## src/rtl/nram_fifo_ctrl.sv

```systemverilog
// Sequencer that runs an NRAMMUX 4x8 register file as a 3-entry FIFO with
// valid/ready push and pop ports; the write address always parks on the free slot.
module nram_fifo_ctrl #(
  parameter int WIDTH = 8,
  parameter int AW    = 2
) (
  input  logic             clk,
  input  logic             reset,
  input  logic             io_in_valid,
  output logic             io_in_ready,
  input  logic [WIDTH-1:0] io_in_bits,
  output logic             io_out_valid,
  input  logic             io_out_ready,
  output logic [WIDTH-1:0] io_out_bits,
  input  logic             io_flush,
  output logic [1:0]       io_count,
  output logic [WIDTH-1:0] io_ramD,
  output logic [AW-1:0]    io_ramWADD,
  output logic [AW-1:0]    io_ramRADD,
  input  logic [WIDTH-1:0] io_ramQ
);

  localparam logic [1:0] CNT_FULL = 2'd3;

  logic [AW-1:0] wptr_q, wptr_d;
  logic [AW-1:0] rptr_q, rptr_d;
  logic [1:0]    count_q, count_d;
  logic          push, pop;

  always_ff @(posedge clk or negedge reset) begin
    if (!reset) begin
      wptr_q  <= '0;
      rptr_q  <= '0;
      count_q <= '0;
    end else begin
      wptr_q  <= wptr_d;
      rptr_q  <= rptr_d;
      count_q <= count_d;
    end
  end

  // Flush blocks both handshakes, so the same term gates ready and valid.
  always_comb begin
    io_in_ready  = !io_flush && (count_q != CNT_FULL);
    io_out_valid = !io_flush && (count_q != 2'd0);
    push         = io_in_valid && io_in_ready;
    pop          = io_out_valid && io_out_ready;
  end

  always_comb begin
    wptr_d  = wptr_q;
    rptr_d  = rptr_q;
    count_d = count_q;
    if (io_flush) begin
      wptr_d  = '0;
      rptr_d  = '0;
      count_d = '0;
    end else begin
      if (push) wptr_d = wptr_q + AW'(1);
      if (pop)  rptr_d = rptr_q + AW'(1);
      case ({push, pop})
        2'b10:   count_d = count_q + 2'd1;
        2'b01:   count_d = count_q - 2'd1;
        default: count_d = count_q;
      endcase
    end
  end

  // The register file writes every cycle; pointing it at wptr keeps idle writes harmless.
  always_comb begin
    io_ramD     = io_in_bits;
    io_ramWADD  = wptr_q;
    io_ramRADD  = rptr_q;
    io_out_bits = io_ramQ;
    io_count    = count_q;
  end

endmodule

```

## config.mk

```make
export PLATFORM = sky130hd
export DESIGN_NAME = nram_fifo_ctrl
export DESIGN_NICKNAME = d
export VERILOG_FILES = /design/src/rtl/nram_fifo_ctrl.sv
export SDC_FILE = /design/constraint.sdc
export NUM_CORES = 1
export LEC_CHECK = 0
export CORE_MARGIN = 1.5
export CORE_UTILIZATION = 25
export CTS_CLUSTER_SIZE = 40
export DETAILED_ROUTE_END_ITERATION = 8
export HOLD_SLACK_MARGIN = 0.02
export PLACE_DENSITY = 0.73
export SYNTH_ARGS = -nofsm -noshare
export SYNTH_HDL_FRONTEND = slang
export SYNTH_SLANG_ARGS = --single-unit
```

## constraint.sdc

```tcl
create_clock -name clk -period 1.05 [get_ports clk]
set_input_delay 0.1575 -clock clk [delete_from_list [all_inputs] [get_ports clk]]
set_output_delay 0.1575 -clock clk [all_outputs]
set_load 0.005 [all_outputs]
```

* Word-level counts from Yosys, hierarchy flattened *
Cells that the tools add are included.

word-level totals
  register bits = 6
  input bits = 21
  output and inout port bits = 24
  word-level logic and storage cells = 25

cells by class
  add/sub/neg operators = 4
  eq/ne operators = 3
  multiplexer cells = 6
  reductions and logical operators = 9

operators by type and width
  operator               number
  $mux W2                5
  $add A2 B1 Y2 const B  3
  $reduce_bool A2 Y1     3
  $logic_and A1 B1 Y1    4
  $pmux W2 S2            1
  $reduce_bool A3 Y1     1
  $eq A2 B1 Y1 const B   1
  $eq A2 B2 Y1 const B   1
  $ne A2 B2 Y1 const B   1
  $sub A2 B1 Y2 const B  1
  $logic_not A1 Y1       1

* Logic depth before layout (Yosys ltp) *
Gate-level depths: netlist (run 1).

  depth after elaboration = 6
  mapped depth = 4
  depth with buffers taken out = 3

* Worst setup path before layout (run 1) *
Ideal clock, no wire load.

  path kind = reg2reg
  start = register count_q[1] (netlist: io_count[1])
  end = register wptr_q[1] (netlist: io_ramWADD[1])
  library setup time = 0.120 ns
  arrival = 0.957 ns
  data required time = 0.930 ns
  slack = -0.027 ns
  stages on the path, launching flop included = 5
  buffers on the path = 1
  period minus slack after synthesis = 1.077 ns
  cells stage by stage = dfrtp_1 -> buf_4 -> a21boi_2 -> a21oi_1 -> a31o_1

between the ends
  cells in the longest elaborated chain, start to end = 4

ends and longest elaborated chain
  what                          RTL line  RTL
  start, declared               27        logic [1:0] count_q, count_d;
  start signal, assigned        38        count_q <= count_d;
  $ne A2 B2 Y1                  44        io_in_ready = !io_flush && (count_q != CNT_FULL);
  $logic_and A1 B1 Y1           44
  $logic_and A1 B1 Y1           46        push = io_in_valid && io_in_ready;
  $reduce_bool A2 Y1 (no line)  --
  end signal, assigned          36        wptr_q <= wptr_d;
  end, declared                 25        logic [AW-1:0] wptr_q, wptr_d;

No other way between the ends.
A chain may end at the register's enable or synchronous reset.

* Worst setup path in the final report (run 1) *
  start = register count_q[0] (netlist: io_count[0])
  end = register count_q[0] (netlist: io_count[0])

between the ends
  cells in the longest elaborated chain, start to end = 6
  elaborated cells between the ends (all ways) = 13
  classes of those cells = add/sub: 2; eq/ne: 3; mux: 2; reduce/logical: 6

ends and longest elaborated chain
  what                                                RTL line  RTL
  $ne A2 B2 Y1 or $reduce_bool A2 Y1 (tied branches)  44, 45
  $logic_and A1 B1 Y1, on equally long branches       44, 45
  $logic_and A1 B1 Y1, on equally long branches       46, 47
  $eq A2 B1 Y1 or $eq A2 B2 Y1 (tied branches)        61        case ({push, pop})
  $pmux W2 S2                                         61
  $mux W2                                             54        if (io_flush) begin

Parallel ways exist; a longest one is shown, timed or not.

==> out/metrics.json, run 1 <==
{
  "run_status": "complete, but fails checks",
  "failed_checks": "negative setup slack",
  "critical_path.endpoint_type": "flip-flop",
  "regToRegStartpoint": "io_count[0]$_DFFE_PN0P_",
  "clkSlewWorstSetupHoldPaths_ns": 0.04,
  "core_area_mm2": 0.001708,
  "globalRouteOverflowTotal": 0,
  "floorplan.initialDensity_pct": 26.37,
  "routed_via_density": 4.232,
  "cts_sinks": 6,
  "die_width_um": 45.45,
  "synth_area_um2": 450.4,
  "type_of_the_setup_path_with_the_least_slack": "flip-flop to flip-flop",
  "timing.critical_path.depth": 4,
  "synthXorXnorAreaFrac_pct": 5.833,
  "synth-seq-area-share_pct": 33.33,
  "postSynthCellCount": 51,
  "wire_length_of_the_first_global_routing_pass_um": 1221,
  "final-hold-violation-count": 0,
  "post_drt_wl_per_cell_um": 10.96,
  "finalWeightedCongestion": 0.7082,
  "rsz_0062_raised_after_global_routing": "yes",
  "timing.critical_path.max_delay_family": "flip-flops",
  "floorplan.die_area_mm2": 0.002065,
  "power.leakage_uw": 0.0002576,
  "hp-class": "primary input to asynchronous set/reset pin",
  "holdBufCountCts": 0,
  "slew_headroom_pct": 82.96,
  "postSynthRegisterBits": 6,
  "detailedRoute.firstPassIterationCount": 2,
  "cp.buffers_inverters": 1,
  "synth_nets": 72,
  "reg2regPathDepth": 4,
  "groute.usage.overall_pct": 8.696,
  "peakVddDrop_mv": 0.3795,
  "routed_wl_um": 899,
  "floorplan.io_pins": 45,
  "synth_compound_area_share_pct": 15.56,
  "tritoncts.num_buffers": 3,
  "synth_cell_types": 18,
  "cp_data_arrival_time_ns": 1.25,
  "timing.final.setup_violations": 7,
  "timing.critical_path.required_ns": 1.15,
  "synth.area.mux_share_pct": 0,
  "worst-slew-pin-transition_ns": 0.2547,
  "clock_skew_ns": 0.0006747,
  "cp_slowest_stage_delay_ns": 0.39,
  "final.setup.worst_slack_ns": -0.09948,
  "crit_path_start": "io_count[0]$_DFFE_PN0P_",
  "power_density_mw_per_mm2": 1127,
  "final_layout_size_suffix_gt1_share_pct": 43.86,
  "finish.utilization_pct": 34.65,
  "cts_htree_levels": 1,
  "yosys.area_share.simple_pct": 13.33,
  "detailroute.via_count": 347,
  "yosysTopAreaCellShare_pct": 33.33,
  "clock_buffer_depth": 2,
  "antenna_found_initial": 0,
  "finalSetupTns_ns": -0.4755,
  "min_period_ns": 1.149,
  "drv_cap": 0,
  "layout-area-overhead-vs-synth_pct": 31.39,
  "portBuffers": 12,
  "row_count": 15,
  "reg2reg_slack_ns": -0.1,
  "post_synth_fa_ha_maj_area_fraction_pct": 0,
  "dp_hpwl_um": 596.2,
  "synth.largest_area_cell": "dfrtp_1",
  "worst_setup_path_endpoint": "io_count[0]$_DFFE_PN0P_",
  "insertion_delay_ns": 0.24,
  "yosysWarnings": 0,
  "route.detailed.drc": 0,
  "grt_pass1_vias": 317,
  "worst_r2r_dst": "io_count[0]$_DFFE_PN0P_",
  "dr.first_iter.drc_count": 4,
  "fin_crit_sh_pct": 109.5,
  "critical-path-slowest-cell": "dfrtp_1",
  "count_of_pins_over_their_slew_limit": 0,
  "worstSetupStartpointType": "flip-flop",
  "clock_tree.root_cell": "clkbuf_4",
  "fmax_mhz": 870.0,
  "num-nets-final": 80,
  "biggest_area_contributors_in_the_synthesized_netlist": "dfrtp_1 (33%), buf_4 (28%), nor2_1 (6.7%)",
  "fp.dieH_um": 45.45,
  "main_combinational_cell_family_by_area_after_synthesis": "buffers and inverters",
  "antennaDiodeCount": 0,
  "crit_chain": "buf_4 -> or2_4 -> a21oi_2 -> a311oi_2",
  "cts_tree": "done",
  "finalHoldWorstSlack_ns": 0.1509,
  "grt_start_max_net_pins": 9,
  "syn_area_per_cell_um2": 8.832,
  "crit_fanout": 7,
  "postRouteAntennaNets": 0
}
## registers in the layout (all words and copies together), names as in the netlist
register,flops
io_count,2
io_ramRADD,2
io_ramWADD,2
## layer usage
layer / up-vias / global-route usage [%] / part of all wire [%]
li1: 164 / - / -
met1: 165 / 8.600 / 39
met2: 16 / 13.52 / 50
met3: 2 / 4.365 / 8.6
met4: 0 / 7.059 / 1.4
met5: - / 0 / 0
## cell usage in the layout (no fill, tap or decap), drive strengths merged
master	instances
nand3b	1
xnor2	1
dfrtp	6
nand2	1
a311oi	1
or2	1
nand2b	2
a2bb2oi	1
o21ai	1
a21oi	4
xor2	2
o211ai	1
clkbuf	3
clkdlybuf4s15	5
a31o	1
buf	13
a21boi	1
clkdlybuf4s50	4
nor2	8
## worst min path at each step
| stage | end | depth (start not counted) |
|---|---|---|
| 4_1_cts | io_ramWADD[1]$_DFFE_PN0P_ | 1 |
| 2_1_floorplan | io_count[0]$_DFFE_PN0P_ | 0 |
| 6_report | io_ramWADD[1]$_DFFE_PN0P_ | 1 |
| 3_5_place_dp | io_out_bits[5] | 0 |
| 5_1_grt | io_ramWADD[1]$_DFFE_PN0P_ | 1 |
| 3_3_place_gp | io_out_bits[5] | 0 |
## Yosys cell counts
cell and count:
buf_6 1, nand2b_1 2, buf_4 17, a21boi_2 1, a21oi_1 4, dfrtp_1 6
xnor2_1 1, buf_2 1, or2_1 1, xor2_1 2, o21ai_1 1, o211ai_1 1
a311oi_1 1, nand2_1 1, nor2_1 8, a31o_1 1, nand3b_1 1, a2bb2oi_1 1
## power by group
group	switching (uW)	total, uW	internal (uW)
Combinational	84.4	201	117
Sequential	13.9	264	250
Clock	73.4	202	129
## worst reg2reg max path, stage by stage, from the launching register on
cell and delay (ns):
dfrtp_1 0.39, buf_4 0.17, or2_4 0.26, a21oi_2 0.13
a311oi_2 0.05
## timing repair
action	4_1_cts	5_1_grt
setup endpoints to repair	14	12
buffers inserted	5	0
endpoints found under the hold margin	0	0
pin swaps	2	5
resized for setup	21	12
## through the flow
step | instance area, um^2 | cells | total power, uW | setup WS, ns
2_1_floorplan | 461.7 | 51 | 394.7 | -0.003592
3_3_place_gp | 510.5 | 75 | 429.8 | -0.3665
3_5_place_dp | 510.5 | 75 | 435.3 | -0.3643
4_1_cts | 549.3 | 82 | 647.2 | -0.1241
5_1_grt | 591.8 | 82 | 705.4 | -0.1447
6_report | 591.8 | 82 | 667.2 | -0.09948
## cells by family (layout without fill, tap and decap cells)
kind of cell / count (synthesis) / after routing
AOI/OAI and AO/OA: 10 / 10
xor gates and xnor gates: 3 / 3
buffers and inverters: 19 / 25
DFF: 6 / 6
and+or+nand+nor: 13 / 13
## final cells by class
class | count | area (um^2)
Clock buffer | 3 | 22.52
Fill cell | 186 | 1116
Multi-Input combinational cell | 26 | 192.7
Sequential cell | 6 | 151.4
Tap cell | 25 | 31.28
Timing Repair Buffer | 22 | 193.9
(Power assumes the default switching activity.)
==> inputs of run 2 (changes only) <==
HOLD_SLACK_MARGIN = 0.08   (was 0.02)
==> results of run 2 <==
The final DEF is identical to that of run 1; final timing and power are the same.
